`src/rtl/tpu_pkg.sv`:
```
// ============================================================================
//  Module   : tpu_pkg
//  Purpose  : Shared types and constants for the NxN matrix-multiply engine:
//             FSM state encoding, default dimension/element width and the
//             accumulator width derivation.
//  Revision : 1.0  initial release
// ============================================================================
`default_nettype none

package tpu_pkg;

  typedef enum logic [1:0] {
    ST_LOAD    = 2'd0,
    ST_COMPUTE = 2'd1,
    ST_DRAIN   = 2'd2
  } state_t;

  localparam int c_def_n  = 2;
  localparam int c_def_dw = 8;

  // A sum of n products of two signed dw-bit values needs 2*dw bits per
  // product plus log2(n) bits of growth to never wrap.
  function automatic int calc_aw(input int dw, input int n);
    return 2 * dw + $clog2(n);
  endfunction

endpackage

`default_nettype wire

```
`src/rtl/mac_pe.sv`:
```
// ============================================================================
//  Module   : mac_pe
//  Purpose  : Signed multiply-accumulate cell. acc <= acc + a*b when en,
//             synchronous zero when clr (clr wins over en).
//  Ports    : clk, rst_n (async active-low), clr, en,
//             a/b [DW-1:0] signed operands, acc [AW-1:0] signed accumulator.
//  Revision : 1.0  initial release
// ============================================================================
`default_nettype none

module mac_pe #(
  parameter int DW = 8,
  parameter int AW = 17
) (
  input  logic                 clk,
  input  logic                 rst_n,
  input  logic                 clr,
  input  logic                 en,
  input  logic signed [DW-1:0] a,
  input  logic signed [DW-1:0] b,
  output logic signed [AW-1:0] acc
);

  logic signed [2*DW-1:0] w_prod;
  logic signed [AW-1:0]   r_acc;

  // Operands are widened first so the product is formed at full precision.
  assign w_prod = (2*DW)'(a) * (2*DW)'(b);

  always_ff @(posedge clk or negedge rst_n) begin
    if (!rst_n) begin
      r_acc <= '0;
    end else if (clr) begin
      r_acc <= '0;
    end else if (en) begin
      r_acc <= r_acc + AW'(w_prod);
    end
  end

  assign acc = r_acc;

endmodule

`default_nettype wire

```
`src/rtl/matmul_engine_nxn.sv`:
```
// ============================================================================
//  Module   : matmul_engine_nxn
//  Purpose  : Computes C = A x W for signed NxN matrices. Loads W then A as a
//             row-major stream, runs N compute cycles over an NxN grid of
//             mac_pe cells, then drains C row-major over a valid/ready port.
//  Ports    : clk, rst_n (async active-low), clear (sync abort), keep_w,
//             in_valid/in_ready/in_data[DW-1:0]   load stream,
//             out_valid/out_ready/out_data[AW-1:0]/out_last  result stream,
//             busy (COMPUTE or DRAIN).
//  Options  : MATMUL_SAT_EN - clamp each result to the DW-bit signed range
//             before sign-extending onto out_data.
//  Revision : 1.0  initial release
// ============================================================================
`default_nettype none

module matmul_engine_nxn
  import tpu_pkg::*;
#(
  parameter int N  = c_def_n,
  parameter int DW = c_def_dw,
  parameter int AW = calc_aw(DW, N)
) (
  input  logic          clk,
  input  logic          rst_n,
  input  logic          clear,
  input  logic          keep_w,
  input  logic          in_valid,
  output logic          in_ready,
  input  logic [DW-1:0] in_data,
  output logic          out_valid,
  input  logic          out_ready,
  output logic [AW-1:0] out_data,
  output logic          out_last,
  output logic          busy
);

  localparam int c_nn   = N * N;
  localparam int c_ld_w = $clog2(2 * c_nn);
  localparam int c_k_w  = $clog2(N);
  localparam int c_dr_w = $clog2(c_nn);

  state_t            r_state, w_state_nxt;
  logic [c_ld_w-1:0] r_ld_cnt, w_ld_nxt;
  logic [c_k_w-1:0]  r_k, w_k_nxt;
  logic [c_dr_w-1:0] r_dr_cnt, w_dr_nxt;

  // Operand storage is intentionally not reset: it is always fully written
  // before being consumed (W may be reused across operations).
  logic signed [DW-1:0] r_w [c_nn];
  logic signed [DW-1:0] r_a [c_nn];

  logic signed [AW-1:0] w_acc [c_nn];
  logic signed [AW-1:0] w_sel;
  logic signed [AW-1:0] w_res;
  logic                 w_ld_fire;
  logic                 w_pe_clr;
  logic                 w_pe_en;

  // ---------------------------------------------------------------- FSM ----
  always_ff @(posedge clk or negedge rst_n) begin
    if (!rst_n) begin
      r_state  <= ST_LOAD;
      r_ld_cnt <= '0;
      r_k      <= '0;
      r_dr_cnt <= '0;
    end else begin
      r_state  <= w_state_nxt;
      r_ld_cnt <= w_ld_nxt;
      r_k      <= w_k_nxt;
      r_dr_cnt <= w_dr_nxt;
    end
  end

  always_comb begin
    w_state_nxt = r_state;
    w_ld_nxt    = r_ld_cnt;
    w_k_nxt     = r_k;
    w_dr_nxt    = r_dr_cnt;
    in_ready    = 1'b0;
    out_valid   = 1'b0;
    busy        = 1'b0;

    case (r_state)
      ST_LOAD: begin
        in_ready = 1'b1;
        if (in_valid) begin
          if (r_ld_cnt == c_ld_w'(2 * c_nn - 1)) begin
            w_ld_nxt    = '0;
            w_k_nxt     = '0;
            w_state_nxt = ST_COMPUTE;
          end else begin
            w_ld_nxt = r_ld_cnt + 1'b1;
          end
        end
      end
      ST_COMPUTE: begin
        busy = 1'b1;
        if (r_k == c_k_w'(N - 1)) begin
          w_k_nxt     = '0;
          w_dr_nxt    = '0;
          w_state_nxt = ST_DRAIN;
        end else begin
          w_k_nxt = r_k + 1'b1;
        end
      end
      ST_DRAIN: begin
        busy      = 1'b1;
        out_valid = 1'b1;
        if (out_ready) begin
          if (r_dr_cnt == c_dr_w'(c_nn - 1)) begin
            w_dr_nxt    = '0;
            // Reusing W skips straight to the A half of the load stream.
            w_ld_nxt    = keep_w ? c_ld_w'(c_nn) : '0;
            w_state_nxt = ST_LOAD;
          end else begin
            w_dr_nxt = r_dr_cnt + 1'b1;
          end
        end
      end
      default: begin
        w_state_nxt = ST_LOAD;
      end
    endcase

    // Abort overrides every transition computed above.
    if (clear) begin
      w_state_nxt = ST_LOAD;
      w_ld_nxt    = '0;
      w_k_nxt     = '0;
      w_dr_nxt    = '0;
    end
  end

  // ------------------------------------------------------------ storage ----
  assign w_ld_fire = in_valid && (r_state == ST_LOAD) && !clear;

  always_ff @(posedge clk) begin
    if (w_ld_fire) begin
      for (int e = 0; e < c_nn; e++) begin
        if (r_ld_cnt == c_ld_w'(e))        r_w[e] <= in_data;
        if (r_ld_cnt == c_ld_w'(e + c_nn)) r_a[e] <= in_data;
      end
    end
  end

  // ---------------------------------------------------------- PE array ----
  // Holding the accumulators at zero throughout LOAD guarantees they start
  // from zero on COMPUTE entry regardless of how LOAD was reached.
  assign w_pe_clr = (r_state == ST_LOAD);
  assign w_pe_en  = (r_state == ST_COMPUTE);

  for (genvar i = 0; i < N; i++) begin : g_row
    for (genvar j = 0; j < N; j++) begin : g_col
      logic signed [DW-1:0] w_a_op;
      logic signed [DW-1:0] w_b_op;

      // Step k feeds A[i][k] and W[k][j] into cell (i,j).
      always_comb begin
        w_a_op = '0;
        w_b_op = '0;
        for (int kk = 0; kk < N; kk++) begin
          if (r_k == c_k_w'(kk)) begin
            w_a_op = r_a[i*N + kk];
            w_b_op = r_w[kk*N + j];
          end
        end
      end

      mac_pe #(
        .DW (DW),
        .AW (AW)
      ) u_pe (
        .clk   (clk),
        .rst_n (rst_n),
        .clr   (w_pe_clr),
        .en    (w_pe_en),
        .a     (w_a_op),
        .b     (w_b_op),
        .acc   (w_acc[i*N + j])
      );
    end
  end

  // -------------------------------------------------------------- drain ----
  always_comb begin
    w_sel = '0;
    for (int e = 0; e < c_nn; e++) begin
      if (r_dr_cnt == c_dr_w'(e)) w_sel = w_acc[e];
    end
  end

`ifdef MATMUL_SAT_EN
  localparam logic signed [AW-1:0] c_sat_max = AW'((2 ** (DW - 1)) - 1);
  localparam logic signed [AW-1:0] c_sat_min = AW'(-(2 ** (DW - 1)));

  always_comb begin
    if (w_sel > c_sat_max)      w_res = c_sat_max;
    else if (w_sel < c_sat_min) w_res = c_sat_min;
    else                        w_res = w_sel;
  end
`else
  assign w_res = w_sel;
`endif

  assign out_data = out_valid ? w_res : '0;
  assign out_last = out_valid && (r_dr_cnt == c_dr_w'(c_nn - 1));

endmodule

`default_nettype wire

```
`config.mk`:
```
export PLATFORM = sky130hd
export DESIGN_NAME = matmul_engine_nxn
export DESIGN_NICKNAME = d
export VERILOG_FILES = /design/src/rtl/tpu_pkg.sv /design/src/rtl/mac_pe.sv /design/src/rtl/matmul_engine_nxn.sv
export SDC_FILE = /design/constraint.sdc
export NUM_CORES = 1
export LEC_CHECK = 0
export CELL_PAD_IN_SITES_DETAIL_PLACEMENT = 0
export CELL_PAD_IN_SITES_GLOBAL_PLACEMENT = 1
export CORE_ASPECT_RATIO = 0.5
export CORE_MARGIN = 5
export CORE_UTILIZATION = 45
export CTS_BUF_LIST = sky130_fd_sc_hd__clkbuf_8
export DETAILED_ROUTE_END_ITERATION = 10
export PLACE_DENSITY_LB_ADDON = 0.1
export REMOVE_ABC_BUFFERS = 1
export SYNTH_ARGS = -nofsm -noshare
export SYNTH_HDL_FRONTEND = slang
export SYNTH_SLANG_ARGS = --single-unit
```
`constraint.sdc`:
```
create_clock -name clk -period 18.6 [get_ports clk]
set_clock_uncertainty 0.15 [all_clocks]
set_input_delay 3.72 -clock clk [delete_from_list [all_inputs] [get_ports clk]]
set_output_delay 3.72 -clock clk [all_outputs]
set_load 0.05 [all_outputs]
```
==> flow_summary.json <==
{
  "status": "completed",
  "ctsResizeCount": 0,
  "rrSetupSlack_ns": 11.52,
  "ys_ff_latch": 140,
  "fin_crit_ns": 7.557,
  "area_delta_synth_final_pct": 7.851,
  "wirelength_um": 54490,
  "cpPeakStageDelay_ns": 0.80,
  "drive_gt1_share_pct": 5.550,
  "hold_violations": 0,
  "post_cts_buffers": 0,
  "seq_area_frac_synth_pct": 20.77,
  "grt_max_degree": 51,
  "antenna_found_initial": 0,
  "place_hpwl_um": 42170,
  "rr_endpoint": "g_row[0].g_col[1].u_pe.acc[15]",
  "cts-htree-levels": 4,
  "worstPathCellList": "inv_1 -> ha_1 -> buf_4 -> nor2b_1 -> a22oi_1 -> nor2_1 -> a21oi_1 -> o21ai_0 -> and2_1 -> clkdlybuf4s50_1",
  "min_to": "g_row[1].g_col[0].u_pe.acc[16]",
  "startpoint_type": "flip-flop",
  "cts_made_buffers": 17,
  "die-area_mm2": 0.04529,
  "hp-class": "reg2reg",
  "root_buffer": "clkbuf_8",
  "diodes": 0,
  "synthCells": 1852,
  "clk_latency_ns": 0.50,
  "port_buffers": 34,
  "rsz0062_at_grt": "false",
  "grt-ovfl-total": 0,
  "tns_ns": 0,
  "crit_slowest_cell": "clkdlybuf4s50_1",
  "num_vias": 13070,
  "synth_cell_type_count": 46,
  "clockBufferDepth": 2,
  "grt_pass1_vias": 13700,
  "synth_top_area_cell": "fa_1",
  "worstPathArrival_ns": 3.69,
  "yosysWarnings": 0,
  "nets": 2367,
  "relSlewSlack_pct": 10.21,
  "synth_edf_count": 64,
  "design.portCount": 35,
  "worstHoldStart": "g_row[1].g_col[0].u_pe.acc[16]",
  "fmax_ghz": 0.1323,
  "nFillCells": 3808,
  "r2r_start": "r_k",
  "worstMarginPinSlew_ns": 1.309,
  "grt_pass1_wl_um": 85750,
  "antenna_left": 0,
  "cts_tree": "built",
  "end_kind": "output port",
  "power.density_mw_per_mm2": 67.35,
  "yosys-top-cells-area": "fa_1, ha_1, edfxtp_1",
  "cap_violations": 0,
  "firstDrtPassIters": 5,
  "place_area_mm2": 0.01943,
  "grt_usage_pct": 25.37,
  "core_area_mm2": 0.04040,
  "synth_area_mm2": 0.01841,
  "required_ns": 14.73,
  "power_w": 0.001337,
  "drt_iter0_markers": 1003,
  "hold_path_depth": 2,
  "path_clk_slew_ns": 0.11,
  "wire_per_inst_um": 22.41,
  "avgSynthCellArea_um2": 9.939,
  "start_util_pct": 45.56,
  "cts.sinks": 140,
  "die-height_um": 153.0,
  "cts_hold_buf": 0,
  "ir_drop_uv": 45.98,
  "finalMaxSlewViolations": 0,
  "finalCritPeriodShare_pct": 40.63,
  "synth_flop_cell": "dfrtp_1",
  "die_width_um": 296.0,
  "path_max_fanout": 27,
  "setup_viol": 0,
  "gp_congestion": 0.8951,
  "synth_async_sr_flop_share_pct": 54.29,
  "reg2regPathDepth": 16,
  "path_class": "reg2out",
  "p_leak_nw": 9.301,
  "viasPerCell": 5.375,
  "fp-row-count": 52,
  "drc": 0,
  "synth_top_cell_area_share_pct": 33.06,
  "fin_area_mm2": 0.01985
}
## cells by family (layout without fill, tap and decap cells)
kind of cell / after synthesis / after routing / synth area share (%)
compound gates: 215 / 215 / 7.471
buf+inv: 389 / 429 / 8.089
simple gates: 489 / 489 / 11.44
xor+xnor: 65 / 65 / 3.093
mux: 80 / 80 / 4.514
flops: 140 / 140 / 20.77
fa+ha+maj: 474 / 474 / 44.62
## report_power, final
part           total, W  switching, W  internal (W)
combinational  0.000718      0.000410      0.000309
sequential     0.000330    0.00000224      0.000328
clock          0.000289      0.000153      0.000135
total           0.00134      0.000565      0.000772
## worst max-delay path by stage
| stage | from | end | slack, ns | cells past startpoint |
|---|---|---|---|---|
| after floorplan | r_k | g_row[1].g_col[1].u_pe.acc[14] | 11.36 | 16 |
| after detailed placement | r_dr_cnt[1] | out_data[14] | 11.65 | 10 |
| after CTS | r_dr_cnt[1] | out_data[14] | 11.06 | 10 |
| after global placement | r_dr_cnt[1] | out_data[8] | 11.73 | 10 |
| final | r_dr_cnt[1] | out_data[8] | 11.04 | 10 |
| after global routing | r_dr_cnt[1] | out_data[8] | 10.77 | 10 |
## layout make-up
type                    count  area (µm²)  share of cell area (%)
clock inverters            15       185.2                  0.9328
clock buffers              17       234.0                   1.179
repair buffers             67       585.6                   2.950
multi-input cells        1323       13110                   66.03
inverters                 330        1239                   6.240
flip-flops and latches    140        3825                   19.27
well taps                 540       675.6                   3.404
## sequential cells by signal (all words and copies together) (netlist names)
register,flops
g_row.g_col.u_pe.acc,68
r_a,32
r_dr_cnt,2
r_k,1
r_ld_cnt,3
r_state,2
r_w,32
## critical path, delay by kind of cell, from the launching register on
kind            cells  cell delay (ns)
fa+ha+maj           1             0.19
compound gates      3             0.41
flops               1             0.41
buf+inv             3             1.12
simple gates        3             1.00
## cells in the mapped netlist (5+ instances only)
| cell type | n |
|---|---|
| buf_2 | 17 |
| ha_1 | 170 |
| a22oi_1 | 8 |
| and3_1 | 10 |
| o21ai_0 | 57 |
| fa_1 | 304 |
| nor2b_1 | 12 |
| nor2_1 | 221 |
| mux2_2 | 24 |
| xnor2_1 | 41 |
| mux2i_1 | 56 |
| a211oi_1 | 11 |
| o21a_1 | 20 |
| clkbuf_1 | 40 |
| and2_1 | 25 |
| a21o_1 | 8 |
| nand2_1 | 160 |
| nand3b_1 | 14 |
| nand2b_1 | 18 |
| xor2_1 | 24 |
| a32oi_1 | 5 |
| nor3_1 | 12 |
| nand3_1 | 6 |
| dfrtp_1 | 76 |
| edfxtp_1 | 64 |
| inv_1 | 328 |
| a21oi_1 | 67 |
## layout by cell type, fill, tap and decap left out, types with 6 or more instances in the layout
cell type / n
nand2_1: 160
a22oi_1: 8
mux2i_1: 55
nand3b_1: 14
clkdlybuf4s50_1: 33
and3_1: 10
clkbuf_8: 17
and2_1: 25
a21oi_1: 67
edfxtp_1: 64
xor2_1: 24
nand3_1: 6
a21o_1: 8
nor3_1: 11
mux2_2: 24
nor2b_1: 12
xnor2_1: 41
nor2_1: 221
dfrtp_1: 75
o21a_1: 20
nand2b_1: 18
ha_1: 168
buf_4: 34
fa_1: 304
a211oi_1: 11
inv_1: 329
o21ai_0: 57
## stage by stage
stage          hold slack (ns)  std cells  setup slack (ns)  utilization (%)
6_report                0.4093       2432             11.04            49.13
5_1_grt                 0.4313       2432             10.77            49.13
4_1_cts                 0.4165       2432             11.06            49.13
3_5_place_dp            0.3917       2400             11.65            48.10
3_3_place_gp            0.3680       2400             11.73            48.10
2_1_floorplan           0.3482       1793             11.36                -
## metal layers
metal	wire [µm]	track usage, %	share of wire (%)	vias up
li1	-	-	-	5918
met1	27790	40.63	51	6705
met2	21510	34.57	39	412
met3	4490	6.960	8.2	37
met4	700	4.262	1.3	0
met5	0	0	0	-
Power figures use the tool's default switching activity.
